<file path="config.mk">
export PLATFORM = sky130hd
export DESIGN_NAME = pc_fetch_unit
export DESIGN_NICKNAME = d
export VERILOG_FILES = /design/src/rtl/pc_fetch_unit.sv
export SDC_FILE = /design/constraint.sdc
export NUM_CORES = 1
export LEC_CHECK = 0
export BUFFER_PORTS_ARGS = -buffer_cell sky130_fd_sc_hd__buf_4
export CAP_MARGIN = 20
export CORE_MARGIN = 2
export CORE_UTILIZATION = 45
export DETAILED_ROUTE_END_ITERATION = 8
export PLACE_DENSITY = 0.77
export SLEW_MARGIN = 5
export SYNTH_ARGS = -nofsm -noshare
export SYNTH_HDL_FRONTEND = slang
export SYNTH_SLANG_ARGS = --single-unit
</file>
<file path="constraint.sdc">
create_clock -name clk -period 5.65 [get_ports clk]
set_clock_uncertainty 0.2 [all_clocks]
set_input_delay 1.4125 -clock clk [delete_from_list [all_inputs] [get_ports clk]]
set_output_delay 1.4125 -clock clk [all_outputs]
set_load 0.01 [all_outputs]
</file>
<file path="src/rtl/pc_fetch_unit.sv">
// pc_fetch_unit: program counter plus IF/ID latch with redirect, stall, flush and range halt.
module pc_fetch_unit #(
  parameter logic [31:0] RESET_PC   = 32'h0000_0000,
  parameter int          IMEM_WORDS = 32
) (
  input  logic        clk,
  input  logic        reset,
  input  logic        stall,
  input  logic        branch_taken,
  input  logic [31:0] branch_target,
  input  logic        jump,
  input  logic [25:0] jump_index,
  input  logic [31:0] instr_in,
  output logic [31:0] pc,
  output logic [31:0] if_id_instr,
  output logic [31:0] if_id_pc4,
  output logic        if_id_valid,
  output logic        misalign,
  output logic        fetch_fault,
  output logic [31:0] fetch_count
);
  typedef enum logic [1:0] {BOOT, RUN, STALL, HALT} state_t;
  state_t      state_q;
  logic [31:0] pc_q, instr_q, pc4_q, count_q, pc_plus4, tgt, pc_d;
  logic        valid_q, misalign_q, fault_q, redirect, fault, mis, active;
  assign pc_plus4 = pc_q + 32'd4;
  assign redirect = jump | branch_taken;
  assign tgt      = jump ? {pc_plus4[31:28], jump_index, 2'b00} : branch_target;
  assign pc_d     = redirect ? {tgt[31:2], 2'b00} : stall ? pc_q : pc_plus4;
  assign mis      = branch_taken & ~jump & (|branch_target[1:0]);
  assign fault    = (pc_d[31:10] != 22'd0) || ({24'd0, pc_d[9:2]} >= 32'(IMEM_WORDS));
  assign active   = (state_q == RUN) || (state_q == STALL);
  // BOOT spends one edge with the pc held so the first word has settled before it is latched
  always_ff @(posedge clk or posedge reset) begin
    if (reset) begin
      state_q    <= BOOT;
      pc_q       <= RESET_PC;
      instr_q    <= '0;
      pc4_q      <= '0;
      valid_q    <= 1'b0;
      misalign_q <= 1'b0;
      fault_q    <= 1'b0;
      count_q    <= '0;
    end else begin
      misalign_q <= 1'b0;
      if (state_q == BOOT) begin
        state_q <= RUN;
      end else if (active) begin
        misalign_q <= mis;
        if (fault) begin
          state_q <= HALT;
          fault_q <= 1'b1;
          valid_q <= 1'b0;
        end else begin
          pc_q    <= pc_d;
          state_q <= (stall && !redirect) ? STALL : RUN;
          valid_q <= !redirect && (stall ? valid_q : 1'b1);
          if (!redirect && !stall) begin
            instr_q <= instr_in;
            pc4_q   <= pc_plus4;
            count_q <= count_q + 32'd1;
          end
        end
      end else begin
        valid_q <= 1'b0;
      end
    end
  end
  assign pc          = pc_q;
  assign if_id_instr = instr_q;
  assign if_id_pc4   = pc4_q;
  assign if_id_valid = valid_q;
  assign misalign    = misalign_q;
  assign fetch_fault = fault_q;
  assign fetch_count = count_q;
endmodule

</file>
==> results.yml <==
drt:
  vias: 5350
  drcViolationCount: 0
  ant_nets: 0
  post_drt_wl_per_cell_um: 15.8
  drt-vias-per-instance: 5.23
  dr.pass1.iters: 5
  routed_wl_mm: 16.2
  drtIter0Drc: 317
clock_network:
  insertion_delay_ns: 0.41
  clk_pin_slew_ns: 0.05
  cts_sinks: 129
  ctsHoldBuffers: 0
  cts_root_buf: "clkbuf_16"
  postCtsSetupRepairBufs: 0
  h-tree-depth: 4
  cts_buffers: 17
  cts_tree: "done"
  cts.path.max_buffers: 2
  ctsResizeCount: 0
placement:
  gp_congestion: 0.899
  numPortBuffers: 221
  post-dp-hpwl_mm: 11.9
  post-place-ws_ns: 0.513
  numPlacedInstances: 990
floorplanning:
  boundaryPins: 226
  die_y_um: 119
  die_x_um: 119
  dieArea_mm2: 0.0142
  rows: 42
  start_util_pct: 45.6
  core_area_mm2: 0.0131
critical_path:
  path_max_fanout: 65
  worst_setup_path_end_kind: "register"
  worstSetupPathType: "input pin to register"
  worst_setup_path_start_kind: "input pin"
  crit_arrival_ns: 4.81
  cp.required_ns: 5.79
power_and_ir_drop:
  powerDensity_mw_per_mm2: 343
  p_leak_nw: 4.39
  ir_drop_uv: 219
sta:
  worst_pin_slew_ns: 1.00
  rsz0062_at_grt: "no"
  fin_ws_ns: 0.983
  max_slew_margin_pct: 32.5
  hold_viol: 0
  fin_crit_sh_pct: 82.6
  min_period_ns: 4.67
  finalSetupViolations: 0
  fin_setup_tns_ns: 0
  fmax_mhz: 214
  finalMaxSlewViolations: 0
final_layout:
  n_antenna_cell: 0
  final_common_cell: "buf_4"
  final_cells: 1022
  area_growth_pct: 40.1
  layout_common_cells: "buf_4, nand2_1, dfrtp_1"
  drive_gt1_share_pct: 31.4
  nets: 932
synth:
  synth_edf_count: 0
  synth_cell_types: 54
  synthArstFlopShare_pct: 100
  ys_warn_count: 0
  ys_seq_area_share_pct: 54.1
  yosys.area.top_type_share_pct: 54.1
  ys_seq_elements: 129
  synth_area_per_cell_um2: 9.69
  ys.flop_type: "dfrtp_1"
  netlist_top_cells_area: "dfrtp_1, nand2_1, and2_1, xor2_1, xnor2_1"
  synth_top_area_cell: "dfrtp_1"
  synth_area_mm2: 0.00596
  syn-instance-count: 615
grt:
  track_usage_pct: 23.2
  grt_pass1_vias: 5215
  grt_max_degree: 66
  antenna_found_initial: 0
  grt_overflow: 0
  grt_pass1_wl_mm: 26.0
status:
  status: "finished clean"
job:
  maxCapViolations: 0
hold_path:
  worstHoldPathType: "register to register"
## per-stage QoR
stage | hold WS, ns | area, um^2 | total power, W | util (%)
after floorplan | 0.293 | 5970 | 0.00147 | -
after global placement | 0.246 | 7780 | 0.00179 | 59.5
after detailed placement | 0.248 | 7780 | 0.00181 | 59.5
after CTS | 0.268 | 8360 | 0.00289 | 63.9
after global routing | 0.282 | 8360 | 0.00301 | 63.9
final | 0.266 | 8360 | 0.00287 | 63.9
## synth_stat cells (2+ instances only)
master,count
and4_1,2
xor2_1,24
nor3_1,13
or3_1,4
o21a_1,2
nand4_1,18
and3_1,17
buf_4,4
dfrtp_1,129
xnor2_1,22
nor2_1,35
nor4_1,20
or4_1,2
a311oi_1,3
o21ai_0,8
o22ai_1,2
ha_1,4
nor2b_1,3
a22o_1,2
a31o_2,2
and2_1,53
nor4_2,2
mux2i_1,2
nand2_1,135
a21oi_1,15
a41oi_1,2
a31oi_1,3
inv_1,11
buf_2,6
clkbuf_1,21
nand3_1,26
## critical path, cell delays in order
cell and delay (ns):
buf_4 0.11, nor4_1 0.35, nand3b_1 0.14, o311ai_0 0.29, o211ai_1 0.22, a2111oi_4 0.33, nand4b_4 0.20, or4_2 0.90
buf_4 0.39, nor3_1 0.28, xor2_1 0.16
## layout make-up
class,count,area [um^2]
Clock inverter,6,105
Clock buffer,26,469
Tap cell,176,220
Inverter,11,43.8
Timing Repair Buffer,228,1710
Multi-Input combinational cell,446,2580
Fill cell,1075,4730
Sequential cell,129,3230
## power by group
part / total, W / internal [W] / switching, W
sequential: 0.00118 / 0.00106 / 0.000123
combinational: 0.000613 / 0.000305 / 0.000308
clock: 0.00108 / 0.000703 / 0.000374
total: 0.00287 / 0.00207 / 0.000805
## cells by family (layout without fill, tap and decap cells)
| kind of cell | Yosys count | count (layout) | share of synthesized area (%) |
|---|---|---|---|
| simple gates | 337 | 337 | 28.3 |
| buf+inv | 43 | 271 | 3.09 |
| mux | 2 | 2 | 0.336 |
| compound gates | 53 | 53 | 6.44 |
| fa+ha+maj | 4 | 4 | 0.839 |
| xor+xnor | 46 | 46 | 6.76 |
| flops | 129 | 129 | 54.1 |
| other cells | 1 | 4 | 0.0629 |
## flip-flops by register name (all words and copies together), names as in the netlist
name         flops
misalign         1
state_q          2
fetch_count     32
if_id_valid      1
if_id_pc4       30
pc              30
if_id_instr     32
fetch_fault      1
## worst paths after layout
kind                                        startpoint                     endpoint  slack, ns  cells after the start
setup / recovery                         jump_index[7]  fetch_count[14]$_DFFE_PP0P_       0.98                     11
hold / removal             if_id_instr[27]$_DFFE_PP0P_  if_id_instr[27]$_DFFE_PP0P_       0.27                      2
setup reg to reg                     pc[5]$_DFFE_PP0P_  fetch_count[14]$_DFFE_PP0P_       1.26                     10
hold reg to reg            if_id_instr[27]$_DFFE_PP0P_  if_id_instr[27]$_DFFE_PP0P_       0.27                      2
max in group asynchronous                        reset  fetch_count[14]$_DFFE_PP0P_       3.35                      3
min in group asynchronous                        reset     if_id_pc4[6]$_DFFE_PP0P_       0.88                      2
## metal layers
metal  routed length, um  GRT usage, %
met3                1030          4.45
met4                 472          11.3
met5                   0             0
met1                6700          29.5
met2                7990          38.0
Note: power is estimated with default switching activity, not from simulation.
